===== src/rtl/prog_loader.sv =====
// rtl/prog_loader.sv - byte-stream program loader for the instruction store
//
// Purpose: receives a program image as a byte stream (in_valid/in_ready),
//   assembles little-endian DATA_W-bit instruction words and writes them into
//   the instruction memory write port, holding the CPU in reset while busy.
//   Stream: header (word count minus 1, little-endian, ceil(ADDR_W/8) bytes),
//   then N words of ceil(DATA_W/8) bytes each, little-endian.
// Optional feature: define PROG_LOADER_CHECKSUM_EN to expect one trailing
//   checksum byte (XOR of all header and data bytes); a mismatch sets err.
// Ports:
//   clk, rst              clock, asynchronous active-high reset
//   start                 one-cycle pulse, begins a load when idle
//   in_data/in_valid      stream byte and its qualifier
//   in_ready              byte accepted when in_valid & in_ready
//   mem_we/mem_addr/      one-cycle write strobe, address and word
//     mem_wdata
//   cpu_hold, busy        high while a load is in progress
//   done                  one-cycle pulse in the final (FIN) cycle
//   err                   sticky checksum error (0 without the feature)
module prog_loader #(
  parameter int DATA_W = 37,
  parameter int ADDR_W = 8
) (
  input  logic              clk,
  input  logic              rst,
  input  logic              start,
  input  logic [7:0]        in_data,
  input  logic              in_valid,
  output logic              in_ready,
  output logic              mem_we,
  output logic [ADDR_W-1:0] mem_addr,
  output logic [DATA_W-1:0] mem_wdata,
  output logic              cpu_hold,
  output logic              busy,
  output logic              done,
  output logic              err
);

  localparam int BPW   = (DATA_W + 7) / 8;
  localparam int HDR_B = (ADDR_W + 7) / 8;
  localparam int MAXB  = (BPW > HDR_B) ? BPW : HDR_B;
  localparam int CNT_W = $clog2(MAXB + 1);

  typedef enum logic [2:0] {S_IDLE, S_HDR, S_DATA, S_CSUM, S_FIN} state_t;

  state_t            state;
  logic [CNT_W-1:0]  byte_cnt;
  logic [ADDR_W-1:0] widx;
  logic [ADDR_W-1:0] last_idx;
  logic [ADDR_W-1:0] hdr_buf;
  logic [DATA_W-1:0] word_buf;
  logic              last_wr;   // final word written; FIN follows next cycle
  logic              accept;
  logic [ADDR_W-1:0] hdr_next;
  logic [DATA_W-1:0] word_next;

  assign accept   = in_valid & in_ready;
  assign cpu_hold = busy;

  // Merge the incoming byte into the partially assembled header/word. Only
  // bits that exist in the destination are kept, so the top bits of the last
  // byte of a word fall away here.
  always_comb begin
    hdr_next  = hdr_buf;
    word_next = word_buf;
    for (int j = 0; j < ADDR_W; j++) begin
      if (CNT_W'(j / 8) == byte_cnt) hdr_next[j] = in_data[j % 8];
    end
    for (int j = 0; j < DATA_W; j++) begin
      if (CNT_W'(j / 8) == byte_cnt) word_next[j] = in_data[j % 8];
    end
  end

`ifdef PROG_LOADER_CHECKSUM_EN
  logic [7:0] csum;
  logic       err_q;
  assign err = err_q;
`else
  assign err = 1'b0;
`endif

  always_ff @(posedge clk or posedge rst) begin
    if (rst) begin
      state     <= S_IDLE;
      byte_cnt  <= '0;
      widx      <= '0;
      last_idx  <= '0;
      hdr_buf   <= '0;
      word_buf  <= '0;
      last_wr   <= 1'b0;
      in_ready  <= 1'b0;
      mem_we    <= 1'b0;
      mem_addr  <= '0;
      mem_wdata <= '0;
      busy      <= 1'b0;
      done      <= 1'b0;
`ifdef PROG_LOADER_CHECKSUM_EN
      csum      <= '0;
      err_q     <= 1'b0;
`endif
    end else begin
      mem_we <= 1'b0;
      done   <= 1'b0;
      case (state)
        S_IDLE: begin
          if (start) begin
            state    <= S_HDR;
            busy     <= 1'b1;
            in_ready <= 1'b1;
            byte_cnt <= '0;
            widx     <= '0;
            last_wr  <= 1'b0;
`ifdef PROG_LOADER_CHECKSUM_EN
            csum     <= '0;
            err_q    <= 1'b0;
`endif
          end
        end

        S_HDR: begin
          if (accept) begin
            hdr_buf <= hdr_next;
`ifdef PROG_LOADER_CHECKSUM_EN
            csum    <= csum ^ in_data;
`endif
            if (byte_cnt == CNT_W'(HDR_B - 1)) begin
              byte_cnt <= '0;
              last_idx <= hdr_next;
              state    <= S_DATA;
            end else begin
              byte_cnt <= byte_cnt + 1'b1;
            end
          end
        end

        S_DATA: begin
          if (last_wr) begin
            // mem_we for the final word was high last cycle; finish now
            last_wr <= 1'b0;
            state   <= S_FIN;
            done    <= 1'b1;
          end else if (accept) begin
            word_buf <= word_next;
`ifdef PROG_LOADER_CHECKSUM_EN
            csum     <= csum ^ in_data;
`endif
            if (byte_cnt == CNT_W'(BPW - 1)) begin
              byte_cnt  <= '0;
              mem_we    <= 1'b1;
              mem_addr  <= widx;
              mem_wdata <= word_next;
              widx      <= widx + 1'b1;
              // widx may wrap after the last word; it is never used again
              if (widx == last_idx) begin
`ifdef PROG_LOADER_CHECKSUM_EN
                state    <= S_CSUM;
`else
                in_ready <= 1'b0;
                last_wr  <= 1'b1;
`endif
              end
            end else begin
              byte_cnt <= byte_cnt + 1'b1;
            end
          end
        end

`ifdef PROG_LOADER_CHECKSUM_EN
        S_CSUM: begin
          if (accept) begin
            in_ready <= 1'b0;
            state    <= S_FIN;
            done     <= 1'b1;
            if (in_data != csum) err_q <= 1'b1;
          end
        end
`endif

        S_FIN: begin
          state <= S_IDLE;
          busy  <= 1'b0;
        end

        default: begin
          state    <= S_IDLE;
          busy     <= 1'b0;
          in_ready <= 1'b0;
        end
      endcase
    end
  end

endmodule


===== config.mk =====
export PLATFORM = sky130hd
export DESIGN_NAME = prog_loader
export DESIGN_NICKNAME = d
export VERILOG_FILES = /design/src/rtl/prog_loader.sv
export SDC_FILE = /design/constraint.sdc
export NUM_CORES = 1
export LEC_CHECK = 0
export ABC_AREA = 1
export BUFFER_PORTS_ARGS = -buffer_cell sky130_fd_sc_hd__clkbuf_2
export CAP_MARGIN = 20
export CORE_MARGIN = 2
export CORE_UTILIZATION = 30
export DETAILED_ROUTE_END_ITERATION = 12
export PLACE_DENSITY = 0.53
export SETUP_SLACK_MARGIN = 0.4
export SLEW_MARGIN = 20
export SYNTH_ARGS = -nofsm -noshare
export SYNTH_HDL_FRONTEND = slang
export SYNTH_SLANG_ARGS = --single-unit
export TNS_END_PERCENT = 1

===== constraint.sdc =====
create_clock -name clk -period 3.2 [get_ports clk]
set_clock_uncertainty 0.1 [all_clocks]
set_input_delay 0.16 -clock clk [delete_from_list [all_inputs] [get_ports clk]]
set_output_delay 0.16 -clock clk [all_outputs]
set_load 0.1 [all_outputs]

==> results.sh <==
export IMPL_synthCells=540
export IMPL_fp_coreArea_um2=15700
export IMPL_max_cap_violations=0
export IMPL_synth_edf_count=0
export IMPL_cp_start_kind="flop"
export IMPL_cts_htree_levels=3
export IMPL_final_util=0.353
export IMPL_p_per_area_nw_per_um2=819
export IMPL_cts_buffers_inserted=9
export IMPL_drive_gt1_frac=0.207
export IMPL_yosysWarnings=0
export IMPL_final_cell_mix="nand2_1 (202), dfrtp_1 (104), clkbuf_2 (61)"
export IMPL_dpl_worst_slack_ns=1.17
export IMPL_dp_hpwl_um=7680
export IMPL_nets=613
export IMPL_fillerInstances=1613
export IMPL_antenna_found_initial=0
export IMPL_fin_crit_sh=0.639
export IMPL_finalSetupViolCount=0
export IMPL_n_antenna_cell=0
export IMPL_die_area_um2=16900
export IMPL_clockRootBuffer="clkbuf_16"
export IMPL_syn_avg_cell_area_um2=8.84
export IMPL_final_hold_viol_count=0
export IMPL_grt_pass1_vias=3695
export IMPL_cts_buffer_depth=2
export IMPL_grt_max_degree=105
export IMPL_drc=0
export IMPL_dr_pass1_iters=4
export IMPL_wire_per_inst_um=13.6
export IMPL_finalMaxSlewViolations=0
export IMPL_synth_seq_cells=104
export IMPL_initial_core_util=0.304
export IMPL_rsz0062_at_grt="false"
export IMPL_gp_congestion=0.787
export IMPL_post_synth_num_cell_types=31
export IMPL_clock_sinks=104
export IMPL_critPathMaxFanout=52
export IMPL_synth_nets=558
export IMPL_async_flop_share=1.00
export IMPL_cp_required_ns=3.33
export IMPL_drtIter0Drc=190
export IMPL_critPathArrivalTime_ns=2.17
export IMPL_finalWirelength_um=11100
export IMPL_layout_commonest_cell="nand2_1"
export IMPL_setup_slack_ns=1.15
export IMPL_seqCellArea_um2=2600
export IMPL_synthesis_area_um2=4780
export IMPL_max_freq_mhz=489
export IMPL_p_leak_nw=2.91
export IMPL_ys_seq_area_frac=0.545
export IMPL_fin_hold_ws_ns=0.0188
export IMPL_status="finished clean"
export IMPL_avgViaCountPerCell=4.43
export IMPL_hp_class="in2reg"
export IMPL_synth_main_ff_cell="dfrtp_1"
export IMPL_ctsResizeCount=0
export IMPL_grt_overflow_total=0
export IMPL_tritoncts="yes"
export IMPL_tightest_slew_ns=0.590
export IMPL_tns_ns=0
export IMPL_worst_setup_path_end_kind="flop"
export IMPL_die_w_um=130
export IMPL_path_clk_slew_ns=0.07
export IMPL_worstSetupPathType="reg2reg"
export IMPL_via_count=3608
export IMPL_multi_input_area_um2=1870
export IMPL_fp_dieH_um=130
export IMPL_irDropWorstVdd_uv=370
export IMPL_fin_crit_ns=2.05
export IMPL_max_slew_margin_rel=0.607
export IMPL_grt_pass1_wl_um=18500
export IMPL_rows=46
export IMPL_grt_usage=0.142
export IMPL_port_buffers=61
export IMPL_ant_nets=0
export IMPL_io_pins=63
export IMPL_area_growth_pct=16.1
export IMPL_insertion_delay_ns=0.35
export IMPL_cts_setup_buffers=0
[Yosys cell counts, types with 3 or more instances]
| master | count | area [um^2] |
|---|---|---|
| dfrtp_1 | 104 | 2600 |
| o21ai_0 | 60 | 300 |
| nand2_2 | 4 | 25.0 |
| o21ai_1 | 5 | 25.0 |
| nand4_1 | 5 | 31.3 |
| nand2_4 | 3 | 33.8 |
| ha_1 | 6 | 75.1 |
| buf_4 | 9 | 67.6 |
| a21oi_1 | 3 | 15.0 |
| nor2_1 | 29 | 109 |
| inv_1 | 42 | 158 |
| mux2_2 | 24 | 270 |
| nand3_1 | 10 | 50.1 |
| xnor2_1 | 4 | 35.0 |
| nand2_1 | 202 | 758 |
| clkbuf_1 | 8 | 30.0 |
[cells by family after synthesis]
kind of cell / synth area share
AOI/OAI and AO/OA: 0.0783
buffers and inverters: 0.0642
xor gates and xnor gates: 0.00733
DFF: 0.545
and+or+nand+nor: 0.232
muxes: 0.0566
other: 0.000785
adders and majority gates: 0.0157
[sequential cells by signal, indices dropped and copies added, names as in the netlist]
name / cells
busy: 1
byte_cnt: 3
done: 1
in_ready: 1
last_idx: 8
last_wr: 1
mem_addr: 8
mem_wdata: 37
mem_we: 1
state: 3
widx: 8
word_buf: 32
[what timing repair did]
| action | 4_1_cts | 5_1_grt |
|---|---|---|
| setup endpoints to repair | 0 | 0 |
| hold endpoints to repair | 104 | 0 |
| hold buffers | 1 | 0 |
[final timing paths]
kind	startpoint	to	slack, ns	cells past startpoint
max reg2reg	byte_cnt[0]	widx[0]	1.15	8
min	in_data[5]	last_idx[5]	0.02	3
min reg2reg	mem_wdata[28]	mem_wdata[28]	0.38	2
max in group asynchronous	rst	mem_addr[7]	2.15	4
min in group asynchronous	rst	mem_wdata[8]	0.37	4
max	byte_cnt[0]	widx[0]	1.15	8
[metrics by stage]
step / power (W) / std cells / area (um^2)
after global routing: 0.00483 / 815 / 5540
after floorplan: 0.00321 / 540 / 4780
final: 0.00454 / 815 / 5540
after global placement: 0.00347 / 799 / 5260
after detailed placement: 0.00353 / 799 / 5260
after CTS: 0.00459 / 815 / 5540
[worst max-delay path, stage by stage (launching register included)]
cell	delay, ns
dfrtp_1	0.41
inv_1	0.10
ha_1	0.23
nand2_1	0.14
inv_1	0.10
nand2_4	0.08
buf_4	0.47
nor2_1	0.11
o21bai_1	0.17
[layout make-up]
cell class / count / share of cell area
Clock inverter: 3 / 0.00316
Inverter: 46 / 0.0325
Sequential cell: 104 / 0.469
Tap cell: 216 / 0.0487
Multi-Input combinational cell: 369 / 0.337
Clock buffer: 12 / 0.0463
Timing Repair Buffer: 65 / 0.0632
[where the power goes]
part           switching [W]  leakage (nW)  internal (W)
combinational        0.00121          1.37      0.000462
clock               0.000480         0.134      0.000564
sequential          0.000185          1.40       0.00164
[metal layers]
metal | up-vias | global-route usage | routed length (um)
met4 | 0 | 0.0569 | 206
met3 | 15 | 0.0262 | 411
li1 | 1807 | - | -
met1 | 1720 | 0.186 | 5270
met5 | - | 0 | 0
met2 | 66 | 0.232 | 5230
Power figures use the tool's default switching activity.
